**config.mk**
```make
export PLATFORM = sky130hd
export DESIGN_NAME = fetch_unit
export DESIGN_NICKNAME = d
export VERILOG_FILES = /design/src/rtl/fetch_unit.sv
export SDC_FILE = /design/constraint.sdc
export NUM_CORES = 1
export LEC_CHECK = 0
export CAP_MARGIN = 20
export CORE_ASPECT_RATIO = 1.1
export CORE_UTILIZATION = 39
export CTS_BUF_LIST = sky130_fd_sc_hd__clkbuf_4 sky130_fd_sc_hd__clkbuf_8
export DETAILED_ROUTE_END_ITERATION = 16
export PLACE_DENSITY_LB_ADDON = 0.08
export RECOVER_POWER = 100
export SYNTH_ARGS = -nofsm -noshare
export SYNTH_HDL_FRONTEND = slang
export SYNTH_SLANG_ARGS = --single-unit
```
**constraint.sdc**
```tcl
create_clock -name clk -period 1.5 [get_ports clk]
set_input_delay 0.15 -clock clk [delete_from_list [all_inputs] [get_ports clk]]
set_output_delay 0.15 -clock clk [all_outputs]
set_load 0.02 [all_outputs]
```
**src/rtl/fetch_unit.sv**
```systemverilog
// fetch_unit: program counter, instruction register and optional call stack for the ROM-fed core.
// Latency: the word at pc is in IR one enabled edge later; a taken branch inserts one bubble.
// Backpressure: en=0 freezes every register; there is no other stall source.
//
// Ports:
//   clk, rst (sync, active high), en   - clock, reset, advance enable
//   rom_addr / rom_data                - combinational ROM read, rom_addr == pc
//   acu_zero                           - accumulator-zero flag for the instruction in IR (JMA)
//   opcode / operand / instr_valid     - IR contents presented to the execute datapath
//   stack_err                          - sticky call-stack overflow/underflow flag
// Build option: define CALL_STACK_EN to instantiate the call stack (CLL/RET);
// without it CLL/RET fall through as NOP and stack_err is tied low.

module fetch_unit #(
  parameter int ADDR_BITS   = 8,
  parameter int WORD_WIDTH  = 24,
  parameter int OPER_BITS   = 16,
  parameter int STACK_DEPTH = 4
) (
  input  logic                            clk,
  input  logic                            rst,
  input  logic                            en,
  output logic [ADDR_BITS-1:0]            rom_addr,
  input  logic [WORD_WIDTH-1:0]           rom_data,
  input  logic                            acu_zero,
  output logic [WORD_WIDTH-OPER_BITS-1:0] opcode,
  output logic [OPER_BITS-1:0]            operand,
  output logic                            instr_valid,
  output logic                            stack_err
);

  localparam int OPC_BITS = WORD_WIDTH - OPER_BITS;

  // Opcode encodings shared with the instruction set definitions.
  localparam logic [OPC_BITS-1:0] OP_JMP = OPC_BITS'(8'h10);
  localparam logic [OPC_BITS-1:0] OP_JMA = OPC_BITS'(8'h11);
  localparam logic [OPC_BITS-1:0] OP_RST = OPC_BITS'(8'h14);

  logic [ADDR_BITS-1:0] pc;
  logic [ADDR_BITS-1:0] pc_next;
  logic [ADDR_BITS-1:0] target;
  logic [ADDR_BITS-1:0] ret_addr;
  logic                 is_jmp;
  logic                 is_jma_taken;
  logic                 is_rst;
  logic                 is_cll;
  logic                 is_ret;
  logic                 taken;

  assign rom_addr = pc;
  // Only the low address bits of the operand form a branch target.
  assign target   = operand[ADDR_BITS-1:0];

  assign is_jmp       = instr_valid && (opcode == OP_JMP);
  assign is_jma_taken = instr_valid && (opcode == OP_JMA) && !acu_zero;
  assign is_rst       = instr_valid && (opcode == OP_RST);
  assign taken        = is_jmp || is_jma_taken || is_rst || is_cll || is_ret;

  always_comb begin
    pc_next = pc + ADDR_BITS'(1);
    if (is_rst) begin
      pc_next = '0;
    end else if (is_ret) begin
      pc_next = ret_addr;
    end else if (taken) begin
      pc_next = target;
    end
  end

  always_ff @(posedge clk) begin
    if (rst) begin
      pc          <= '0;
      opcode      <= '0;
      operand     <= '0;
      instr_valid <= 1'b0;
    end else if (en) begin
      pc <= pc_next;
      if (taken) begin
        // The word fetched behind a taken branch is squashed; IR keeps the branch.
        instr_valid <= 1'b0;
      end else begin
        opcode      <= rom_data[WORD_WIDTH-1:OPER_BITS];
        operand     <= rom_data[OPER_BITS-1:0];
        instr_valid <= 1'b1;
      end
    end
  end

`ifdef CALL_STACK_EN
  localparam logic [OPC_BITS-1:0] OP_CLL = OPC_BITS'(8'h12);
  localparam logic [OPC_BITS-1:0] OP_RET = OPC_BITS'(8'h13);
  localparam int IDX_BITS = $clog2(STACK_DEPTH);
  localparam int SP_BITS  = IDX_BITS + 1;
  localparam logic [SP_BITS-1:0] SP_FULL = SP_BITS'(STACK_DEPTH);

  // sp counts occupied entries (0..STACK_DEPTH); the top entry is stack[sp-1].
  logic [SP_BITS-1:0]   sp;
  logic [SP_BITS-1:0]   sp_dec;
  logic [ADDR_BITS-1:0] stack [STACK_DEPTH];

  assign is_cll   = instr_valid && (opcode == OP_CLL);
  assign is_ret   = instr_valid && (opcode == OP_RET);
  assign sp_dec   = sp - SP_BITS'(1);
  // An underflowing RET restarts the program at address 0.
  assign ret_addr = (sp == '0) ? '0 : stack[sp_dec[IDX_BITS-1:0]];

  always_ff @(posedge clk) begin
    if (rst) begin
      sp        <= '0;
      stack_err <= 1'b0;
    end else if (en) begin
      if (is_rst) begin
        sp <= '0;
      end else if (is_cll) begin
        // A full stack drops the push but the call itself still jumps.
        if (sp == SP_FULL) begin
          stack_err <= 1'b1;
        end else begin
          sp <= sp + SP_BITS'(1);
        end
      end else if (is_ret) begin
        if (sp == '0) begin
          stack_err <= 1'b1;
        end else begin
          sp <= sp_dec;
        end
      end
    end
  end

  // pc already points past the CLL, so it is the return address.
  always_ff @(posedge clk) begin
    if (!rst && en && is_cll && (sp != SP_FULL)) begin
      stack[sp[IDX_BITS-1:0]] <= pc;
    end
  end
`else
  assign is_cll    = 1'b0;
  assign is_ret    = 1'b0;
  assign ret_addr  = '0;
  assign stack_err = 1'b0;
`endif

endmodule

```
==> Word-level counts from Yosys, hierarchy flattened <==
Index checks and enable logic that the tools add are counted.
{ "classes": {"n_addsub": 1, "bitwise_logic": 1, "n_mux": 3, "reduce_logical": 8, "n_eq_ne": 3} }
{ "ops": {"columns": ["op", "count"], "rows": [
  ["$eq 8x5->1 const B", 3],
  ["$mux 8", 2],
  ["$add 8x1->8 const B", 1],
  ["$logic_and 1x1->1", 4],
  ["$logic_or 1x1->1", 2],
  ["$reduce_and 2->1", 1],
  ["$logic_not 1->1", 1],
  ["$mux 1", 1],
  ["$not 1->1", 1]
]} }
{ "totals": {"input_bits": 28, "word_cells": 20, "output_inout_bits": 34, "reg_bits": 33} }

==> Logic depth before layout (Yosys ltp) <==
Gate-level depths: netlist of run 1.
{ "logic_depth": {"ltp_word": 7, "depth_mapped": 5, "ltp_nobuf": 5} }

==> Least setup slack after synthesis of run 1 <==
OpenSTA, ideal clock, no wires.
{ "synth_path": {"path_type": "reg-to-reg", "from": "reg opcode[3]", "to": "reg opcode[2]", "n_path_buf": 1, "period_less_slack_ns": 1.576, "t_arrival_ns": 1.458, "t_required_ns": 1.383, "slack_ns": -0.076, "setup_ns": 0.117, "path_stages_with_launch": 5, "path_cell_list": "dfxtp_1 nor4b_4 a31oi_4 buf_6 a32o_1"} }
{ "synth_via": {"elab_chain_len": 7, "elab_cells_between_ends": 11, "classes_between": "3 x eq/ne; 1 x bitwise; 7 x reduce/logical"} }
{ "synth_lines": {"columns": ["item", "line_no", "text"], "rows": [
  ["start: declaration", "26", "output logic [WORD_WIDTH-OPER_BITS-1:0] opcode,"],
  ["start signal: assignment", "82", "opcode <= rom_data[WORD_WIDTH-1:OPER_BITS];"],
  ["$eq 8x5->1", "55", "assign is_jma_taken = instr_valid && (opcode == OP_JMA) && !acu_zero;"],
  ["$logic_and 1x1->1 (2 in a row)", "55", null],
  ["$logic_or 1x1->1", "57", "assign taken = is_jmp || is_jma_taken || is_rst || is_cll || is_ret;"],
  ["$logic_or 1x1->1 (*)", "57", null],
  ["$not 1->1 (no source line) (*)", null, null],
  ["$reduce_and 2->1 (no source line) (*)", null, null]
]} }
Mark *: on every way between the ends. The rest lies on a longest branch, timed or not.
A chain may end at the register's enable or synchronous reset.

==> Final worst setup path of run 1 <==
{ "layout_path": {"from": "reg opcode[6]", "to": "reg opcode[2]"} }
The elaborated chain is that of the path after synthesis.

==> flow_summary_export.csv, run 1 <==
group,metric,value,unit
detailed_routing,drt_first_pass_iters,4,
detailed_routing,drt_iter0_markers,77,
yosys,synth_nets,178,
yosys,synth_seq_cells,33,
setup_path,cp_slowest_stage_delay,340,ps
placement,routabilityCongestion,0.8974,
setup_path,slowest_stage,"dfxtp_2",
grt,grt_max_degree,25,
yosys,yosysMostFrequentCell,"dfxtp_1",
setup_path,worstSetupEndpointType,"register",
power,irDropWorstVdd,0.0006015,V
yosys,yosysTopAreaCellShare,0.4459,
power,power.leakage,0.9958,nW
clock_network,clock_latency,290,ps
setup_path,crit_chain,"nor4b_4 > buf_6 > a31oi_4 > clkbuf_16 > a32o_1",
yosys,synthArstFlopShare,0,
yosys,yosysSeqAreaShare,0.4459,
detailed_routing,routed_via_density,5.065,
detailed_routing,ant_nets,0,
cells_and_area,nFillCells,319,
yosys,synth_area_leaders,"dfxtp_1, mux2i_1, nor2_1, nand2_1, nand3_1",
cells_and_area,area_growth,60.22,%
clock_network,cts_tree,"done",
cells_and_area,drive_above_1_share,0.2061,
floorplanning,fp.dieW,60.77,µm
detailed_routing,num_vias,1408,
clock_network,root_buffer,"clkbuf_8",
clock_network,cts.sinks,33,
sta,finalHoldViolCount,0,
floorplanning,std_cell_rows,23,
yosys,synthFlopType,"dfxtp_1",
detailed_routing,wl_per_cell,14.52,µm
flow_run,max_cap_viol_count,0,
floorplanning,dieArea,4049,µm²
grt,grt-ovfl-total,0,
cells_and_area,insertedDiodeCount,0,
grt,grt_util_all_layers,0.2063,
sta,final_max_slew_viol_count,0,
yosys,syn_area,1481,µm²
yosys,yosys-top-cells-count,"dfxtp_1, nor2_1, mux2i_1, nand2_1, nand3_1",
grt,grt_pass1_wl,6.037,mm
sta,setup_viol,0,
outcome,status,"finished clean",
cells_and_area,fin_util,0.6546,
sta,post-route-period-util,0.9721,
power,power-per-cell-area,889.9,nW/µm²
detailed_routing,drc,0,
placement,dp_hpwl,2.933,mm
detailed_routing,wl,4.037,mm
cells_and_area,fin_nets,256,
sta,fin_hold_ws,472.3,ps
setup_path,path_class,"reg -> reg",
sta,fin_worst_skew,5.397,ps
yosys,synth-edff-count,0,
grt,grt_antenna_before_repair,0,
setup_path,worstPathMaxFanout,12,
sta,finalCriticalPeriod,1458,ps
clock_network,cts_hold_buf,0,
clock_network,path_clk_slew,70,ps
floorplanning,coreArea,3626,µm²
setup_path,cp-start-kind,"register",
yosys,synth_cell_types,43,
yosys,syn_area_per_cell,9.942,µm²
floorplanning,initial_utilization,0.4086,
yosys,postSynthCellCount,149,
sta,finalSetupTns,0,ps
clock_network,cts_buffers,5,
setup_path,cp.required,1680,ps
grt,grt_pass1_vias,1339,
hold_path,min_path_type,"reg -> reg",
setup_path,arrival,1640,ps
clock_network,clockBufferDepth,2,
placement,numPortBuffers,60,
yosys,yosys_warnings,0,
sta,fmax,685.8,MHz
sta,grt_setup_unrepaired,"no",
floorplanning,die_h,66.64,µm
clock_network,h-tree-depth,2,
floorplanning,boundaryPins,62,
yosys,synth_largest_area_cell,"dfxtp_1",
## worst max-delay path: cells and delay by family, from the launching register on
kind	cells	cell delay (ps)
AO/OA/AOI/OAI	2	370
buffers and inverters	2	360
flip-flops	1	340
AND/OR/NAND/NOR	1	280
## worst paths after layout
check / start / end / slack, ps / cells after the start
max: opcode[6]$_SDFFE_PP0P_ / opcode[2]$_SDFFE_PP0P_ / 40 / 5
min: instr_valid$_SDFFE_PP0P_ / instr_valid$_SDFFE_PP0P_ / 470 / 1
max reg2reg: opcode[6]$_SDFFE_PP0P_ / opcode[2]$_SDFFE_PP0P_ / 40 / 5
min reg2reg: instr_valid$_SDFFE_PP0P_ / instr_valid$_SDFFE_PP0P_ / 470 / 1
## kinds of logic (layout without fill, tap and decap cells)
group	count (synthesis)	after routing	share of synthesized area
buffers and inverters	11	90	0.04138
other	1	1	0.002531
multiplexers	24	24	0.1622
flip-flops	33	33	0.4459
AND/OR/NAND/NOR	55	55	0.1993
AO/OA/AOI/OAI	22	22	0.1284
adder cells (fa/ha/maj)	1	1	0.008445
XOR/XNOR	2	2	0.01183
## cells in the final DEF, fill, tap and decap left out, types with 3 or more instances in the layout
master	count
o21ai_0	3
dfxtp_1	23
nand2_1	7
clkbuf_1	7
clkbuf_8	5
dfxtp_2	9
dlygate4sd3_1	6
clkbuf_4	3
dlygate4sd2_1	4
clkdlybuf4s50_1	45
buf_4	14
nand3_1	5
mux2i_1	24
nor2_1	29
## layout make-up
type	instances	area [µm²]	area share
multi-input combinational	105	799.5	0.3368
timing repair buffer	79	733.2	0.3089
sequential	33	675.6	0.2847
clock buffer	8	91.34	0.03848
tap	50	62.56	0.02636
inverter	3	11.26	0.004744
## report_power, final
group / internal, W / switching (W) / total (W)
sequential: 0.000930 / 0.0000426 / 0.000973
clock: 0.000383 / 0.000308 / 0.000691
combinational: 0.000237 / 0.000211 / 0.000448
total: 0.00155 / 0.000561 / 0.00211
## metal layers
metal | vias up | wire length (µm) | global-route usage
met4 | 0 | 71 | 0.07955
li1 | 690 | - | -
met2 | 44 | 2059 | 0.3475
met1 | 667 | 1694 | 0.2446
met3 | 7 | 213 | 0.05631
met5 | - | 0 | 0
## through the flow
stage	std cells	setup WS, ps	area [µm²]	total power, W
after global routing	278	0.1640	2374	0.002200
after floorplan	149	-45.68	1499	0.001202
after CTS	276	-17.07	2347	0.002121
after detailed placement	268	-216.1	2252	0.001434
final	278	41.79	2374	0.002112
after global placement	268	-101.5	2252	0.001422
## sequential cells by signal (all words and copies together), names as in the netlist
register and count:
opcode 8, operand 16, rom_addr 8, instr_valid 1
## what timing repair did
item | CTS | global route
gates cloned | 0 | 1
gates resized for setup | 6 | 16
endpoints found under the setup margin | 8 | 20
pin swaps | 0 | 3
hold endpoints to repair | 0 | 0
buffers inserted | 0 | 1
(Power assumes the default switching activity.)
==> run 2: changes to the inputs <==
--- a/config.mk
+++ b/config.mk
@@ -10,7 +10,7 @@
 export CORE_UTILIZATION = 39
 export CTS_BUF_LIST = sky130_fd_sc_hd__clkbuf_4 sky130_fd_sc_hd__clkbuf_8
 export DETAILED_ROUTE_END_ITERATION = 16
-export PLACE_DENSITY_LB_ADDON = 0.08
+export PLACE_DENSITY_LB_ADDON = 0.3
 export RECOVER_POWER = 100
 export SYNTH_ARGS = -nofsm -noshare
 export SYNTH_HDL_FRONTEND = slang
==> constraint.sdc (replaced) <==
create_clock -name clk -period 1.3 [get_ports clk]
set_input_delay 0.13 -clock clk [delete_from_list [all_inputs] [get_ports clk]]
set_output_delay 0.13 -clock clk [all_outputs]
set_load 0.02 [all_outputs]
==> run 2 against run 1 <==
Effect of this change: the run now ends with setup timing left; clock-buffer cell count stayed put; first-iteration DRC count rose by 27%; routed wire length grew 13%; power increased by 19%; via count up 9.7%; utilization increased by 6.4 points; critical path depth stayed put; largest power group unchanged; highest routed layer unchanged.
==> flow_summary_export.csv, run 2 (synthesized netlist as in run 1, its figures left out) <==
group,metric,value,unit
setup_path,crit_chain,"nor4b_4 > buf_4 > and3_4 > nor2_2 > a221o_1",
cells_and_area,nFillCells,296,
setup_path,slowest_stage,"dfxtp_2",
detailed_routing,drc,0,
placement,routabilityCongestion,0.8710,
hold_path,hold_depth,4,
cells_and_area,stdcell_count,294,
floorplanning,fp.dieW,60.77,µm
clock_network,clockBufferDepth,2,
sta,fin_hold_ws,412.2,ps
cells_and_area,drive_above_1_share,0.3279,
setup_path,cp.required,1470,ps
placement,place_inst,282,
sta,finalCriticalPeriod,1478,ps
setup_path,path_class,"reg -> reg",
power,power-per-cell-area,964.9,nW/µm²
sta,fmax,676.5,MHz
grt,grt_util_all_layers,0.2254,
detailed_routing,ant_nets,0,
cells_and_area,final_cell_mix,"dlygate4sd2_1, buf_4, nor2_1",
clock_network,cts_tree,"done",
floorplanning,boundaryPins,62,
sta,final_max_slew_viol_count,0,
floorplanning,initial_utilization,0.4086,
placement,dp_hpwl,3.111,mm
floorplanning,die_h,66.64,µm
clock_network,cts_hold_buf,0,
detailed_routing,wl,4.544,mm
setup_path,worstPathMaxFanout,5,
placement,placed_area,2402,µm²
cells_and_area,fin_nets,272,
sta,grt_setup_unrepaired,"yes",
cells_and_area,multi_input_area,869.6,µm²
grt,grt-ovfl-total,0,
setup_path,worstSetupEndpointType,"register",
clock_network,root_buffer,"clkbuf_8",
placement,numPortBuffers,60,
sta,finalHoldViolCount,0,
setup_path,cp_slowest_stage_delay,340,ps
setup_path,arrival,1650,ps
grt,grt_pass1_vias,1476,
cells_and_area,fin_util,0.7188,
clock_network,cts.sinks,33,
detailed_routing,num_vias,1544,
grt,grt_use_met3,0.07379,
clock_network,h-tree-depth,2,
grt,grt_pass1_wl,6.706,mm
clock_network,clock_latency,280,ps
setup_path,critPathBufInv,1,
setup_path,path_depth,5,
cells_and_area,area_growth,75.93,%
power,irDropWorstVdd,0.0008303,V
detailed_routing,routed_via_density,5.252,
setup_path,cp-start-kind,"register",
grt,met2_usage,0.3915,
sta,fin_worst_skew,3.832,ps
sta,post-route-period-util,1.137,
detailed_routing,drt_first_pass_iters,4,
cells_and_area,insertedDiodeCount,0,
cells_and_area,final_common_cell,"dlygate4sd2_1",
grt,grt_max_degree,16,
setup_path,crit_family,"simple AND/OR/NAND/NOR gates",
detailed_routing,drt_iter0_markers,98,
hold_path,min_path_type,"in -> reg",
power,power.leakage,1.216,nW
flow_run,max_cap_viol_count,0,
outcome,violations,"setup timing",
grt,met1_usage,0.2419,
floorplanning,coreArea,3626,µm²
outcome,status,"complete, but fails checks",
sta,setup_viol,33,
setup_path,r2r_cells,5,
cells_and_area,largest_reg_flops,16,
detailed_routing,wl_per_cell,15.46,µm
clock_network,cts_buffers,5,
sta,setup_ws,-178.3,ps
cells_and_area,seq_area,685.7,µm²
floorplanning,std_cell_rows,23,
grt,top_usage_layer,"met2",
grt,grt_antenna_before_repair,0,
clock_network,path_clk_slew,60,ps
floorplanning,dieArea,4049,µm²
cells_and_area,design_area,2606,µm²
cells_and_area,regMostFlops,"operand",
==> run 2: changes by cell type in the layout (fill, tap and decap cells not counted), sizes merged <==
cell           previous run  this run
buf                      16        34
dlygate4sd2               4        32
dlymetal6s2s              0         1
clkdlybuf4s50            45        26
dlygate4sd3               6         0
clkbuf                   16        10
==> run 2: repair_timing <==
action | in CTS | in global routing
setup buffers | 1 | 4
pin swaps | 5 | 11
endpoints found under the setup margin | 66 | 35
cloned | 0 | 1
gates resized for setup | 43 | 14
==> run 2: worst reg2reg max path: cells and delay by family, from the launching register on <==
kind / cells / cell delay, ps
buffers and inverters: 1 / 180
DFF: 1 / 340
AOI/OAI and AO/OA: 1 / 320
and+or+nand+nor: 3 / 520
==> run 2: final timing paths <==
| kind | startpoint | to | slack (ps) |
|---|---|---|---|
| setup reg to reg | opcode[5]$_SDFFE_PP0P_ | rom_addr[7]$_SDFFE_PP0P_ | -180 |
| hold reg to reg | operand[15]$_SDFFE_PP0P_ | operand[15]$_SDFFE_PP0P_ | 490 |
| hold / removal | acu_zero | rom_addr[0]$_SDFFE_PP0P_ | 410 |
| setup / recovery | opcode[5]$_SDFFE_PP0P_ | rom_addr[7]$_SDFFE_PP0P_ | -180 |
==> run 2: final cells by class <==
class | instances | share of cell area
clock buffer | 8 | 0.03745
inverter | 3 | 0.004321
multi-input combinational | 105 | 0.3337
sequential | 33 | 0.2631
tap | 50 | 0.02400
timing repair buffer | 95 | 0.3375
==> run 2: metrics by stage <==
step	TNS, ps	power, W	setup slack [ps]
6_report	-3840	0.002515	-178.3
4_1_cts	-3869	0.002496	-188.0
3_5_place_dp	-8967	0.001703	-335.9
5_1_grt	-6187	0.002625	-255.3
3_3_place_gp	-8342	0.001689	-302.8
2_1_floorplan	-4284	0.001387	-178.7
==> run 2: routing by layer <==
metal / vias to the layer above / part of all wire
met5: - / 0
met4: 0 / 0.013
met3: 6 / 0.054
met2: 70 / 0.54
met1: 741 / 0.40
li1: 727 / -
==> run 2: where the power goes <==
group	total [W]	switching [W]	leakage [nW]	internal [W]
logic	0.000572	0.000277	0.886	0.000295
registers	0.00112	0.0000451	0.278	0.00107
clock network	0.000826	0.000353	0.0523	0.000473
total	0.00251	0.000674	1.22	0.00184
==> run 3: changes to the inputs <==
--- a/config.mk
+++ b/config.mk
@@ -10,6 +10,7 @@
 export CORE_UTILIZATION = 39
 export CTS_BUF_LIST = sky130_fd_sc_hd__clkbuf_4 sky130_fd_sc_hd__clkbuf_8
 export DETAILED_ROUTE_END_ITERATION = 16
+export GPL_TIMING_DRIVEN = 0
 export PLACE_DENSITY_LB_ADDON = 0.3
 export RECOVER_POWER = 100
 export SYNTH_ARGS = -nofsm -noshare
==> run 3 against run 2 <==
Effect of this change: the flow still finishes with violations (setup timing); final cell count is 5.8% lower; power fell by 2.5%; non-clock buffer count decreased by 16; register-to-register slack is essentially flat; flip-flop and latch count unchanged; worst hold slack worse by 140 ps; die area unchanged; critical path type unchanged; clock skew grew 4.9 ps; highest routed layer unchanged; fmax fell by 0.39%.
==> flow_summary_export.csv, run 3 (synthesized netlist as in run 1, its figures left out) <==
group,metric,value,unit
placement,numPortBuffers,59,
cells_and_area,final_common_cell,"dlygate4sd2_1",
detailed_routing,wl_per_cell,15.83,µm
grt,grt_pass1_wl,6.423,mm
outcome,violations,"setup timing",
sta,finalHoldViolCount,0,
sta,setup_viol,33,
cells_and_area,seq_area,678.2,µm²
setup_path,slowest_stage,"dfxtp_1",
power,power.leakage,1.089,nW
cells_and_area,drive_above_1_share,0.2379,
clock_network,clock_latency,290,ps
cells_and_area,multi_input_area,878.3,µm²
cells_and_area,area_growth,64.10,%
cells_and_area,nFillCells,313,
hold_path,min_path_type,"in -> reg",
clock_network,h-tree-depth,2,
detailed_routing,ant_nets,0,
power,switching_share,0.2790,
floorplanning,dieArea,4049,µm²
clock_network,cts_hold_buf,0,
setup_path,cp.required,1450,ps
detailed_routing,num_vias,1455,
setup_path,worstSetupEndpointType,"register",
grt,grt_util_all_layers,0.2208,
grt,grt_pass1_vias,1382,
floorplanning,boundaryPins,62,
power,power-per-cell-area,1008,nW/µm²
floorplanning,fp.dieW,60.77,µm
sta,fin_worst_skew,8.765,ps
cells_and_area,regMostFlops,"operand",
power,p_sw,0.0006837,W
setup_path,worstPathMaxFanout,10,
sta,fmax,673.8,MHz
placement,dp_hpwl,2.846,mm
power,seqPwrFrac,0.460,
power,p_comb_frac,0.210,
sta,setup_ws,-184.1,ps
floorplanning,coreArea,3626,µm²
sta,grt_setup_unrepaired,"yes",
cells_and_area,insertedDiodeCount,0,
sta,max_slew_margin,0.6123,
power,power.share.clock,0.330,
power,irDropWorstVdd,0.0006001,V
grt,grt-ovfl-total,0,
setup_path,cp-start-kind,"register",
sta,final_max_slew_viol_count,0,
flow_run,max_cap_viol_count,0,
cells_and_area,final_cell_mix,"dlygate4sd2_1, nor2_1, clkdlybuf4s50_1, dfxtp_1, mux2i_1",
grt,grt_antenna_before_repair,0,
outcome,status,"complete, but fails checks",
cells_and_area,fin_util,0.6705,
floorplanning,std_cell_rows,23,
sta,tightestPinTransition,581.5,ps
clock_network,cts_buffers,5,
detailed_routing,drc,0,
clock_network,clockBufferDepth,2,
setup_path,crit_family,"buffers and inverters",
detailed_routing,wl,4.385,mm
placement,routabilityCongestion,0.7356,
setup_path,critPathBufInv,2,
detailed_routing,drt_iter0_markers,87,
clock_network,path_clk_slew,70,ps
cells_and_area,largest_reg_flops,16,
grt,grt_max_degree,11,
setup_path,crit_chain,"nor3b_4 > buf_6 > a31oi_4 > buf_8 > mux2i_1 > nor2_1",
setup_path,cp_slowest_stage_delay,330,ps
clock_network,cts.sinks,33,
floorplanning,die_h,66.64,µm
power,internal_power,0.001767,W
floorplanning,initial_utilization,0.4086,
sta,post-route-period-util,1.142,
clock_network,cts_tree,"done",
sta,finalCriticalPeriod,1484,ps
setup_path,path_class,"reg -> reg",
detailed_routing,drt_first_pass_iters,4,
clock_network,root_buffer,"clkbuf_8",
detailed_routing,routed_via_density,5.253,
cells_and_area,fin_nets,256,
setup_path,arrival,1640,ps
sta,finalSetupTns,-4983,ps
[run 3: cell types whose count changed in the layout (fill, tap and decap cells not counted), moves of 2 or more]
cell,change
dfxtp_1,+6
buf_4,-21
mux2i_1,-2
dlygate4sd2_1,+2
buf_6,+3
mux2i_2,+2
buf_12,-3
dfxtp_2,-6
clkbuf_1,+4
buf_8,+2
[run 3: worst paths after layout]
path                       startpoint                        to  slack (ps)  cells past startpoint
max          instr_valid$_SDFFE_PP0P_  operand[12]$_SDFFE_PP0P_        -180                      6
min                               rst  rom_addr[7]$_SDFFE_PP0P_         270                      3
max reg2reg  instr_valid$_SDFFE_PP0P_  operand[12]$_SDFFE_PP0P_        -180                      6
min reg2reg  operand[15]$_SDFFE_PP0P_  operand[15]$_SDFFE_PP0P_         490                      2
[run 3: cell type report]
class	instances	share of cell area
Multi-Input combinational cell	105	0.3613
Sequential cell	33	0.2790
Timing Repair Buffer	71	0.2687
Clock buffer	7	0.03706
Tap cell	50	0.02573
Buffer	8	0.02367
Inverter	3	0.004632
[run 3: per-stage QoR]
| stage | power [W] | hold slack (ps) | cell area (µm²) | cells | setup WS [ps] |
|---|---|---|---|---|---|
| final | 0.002451 | 272.8 | 2431 | 277 | -184.1 |
| after global routing | 0.002553 | 277.1 | 2431 | 277 | -288.2 |
| after CTS | 0.002420 | 267.8 | 2310 | 271 | -165.0 |
| after detailed placement | 0.001626 | 452.5 | 2172 | 258 | -525.8 |
| after global placement | 0.001611 | 458.1 | 2172 | 258 | -511.8 |
| after floorplan | 0.001387 | 275.9 | 1519 | 149 | -178.7 |
[run 3: power by group through the flow]
stage / Sequential, W / Clock [W] / Combinational [W]
after CTS: 0.00113 / 0.000827 / 0.000465
after global routing: 0.00113 / 0.000873 / 0.000546
after floorplan: 0.00121 / 0 / 0.000176
final: 0.00113 / 0.000809 / 0.000514
after global placement: 0.00115 / 0 / 0.000462
after detailed placement: 0.00115 / 0 / 0.000474
[run 3: worst min-delay path: stages]
cell     delay (ps)
buf_2           150
nor2_1          110
a221o_1         130
[run 3: metal layers]
metal,GRT usage,up-vias,routed length (µm)
met5,0,-,0
met4,0.1165,0,76
met3,0.06408,10,232
met2,0.3640,66,2358
met1,0.2530,693,1717
li1,-,686,-
[run 3: what timing repair did]
action / CTS / global route
setup buffers: 6 / 6
endpoints found under the setup margin: 66 / 33
gates resized for setup: 45 / 17
pin swaps: 4 / 10
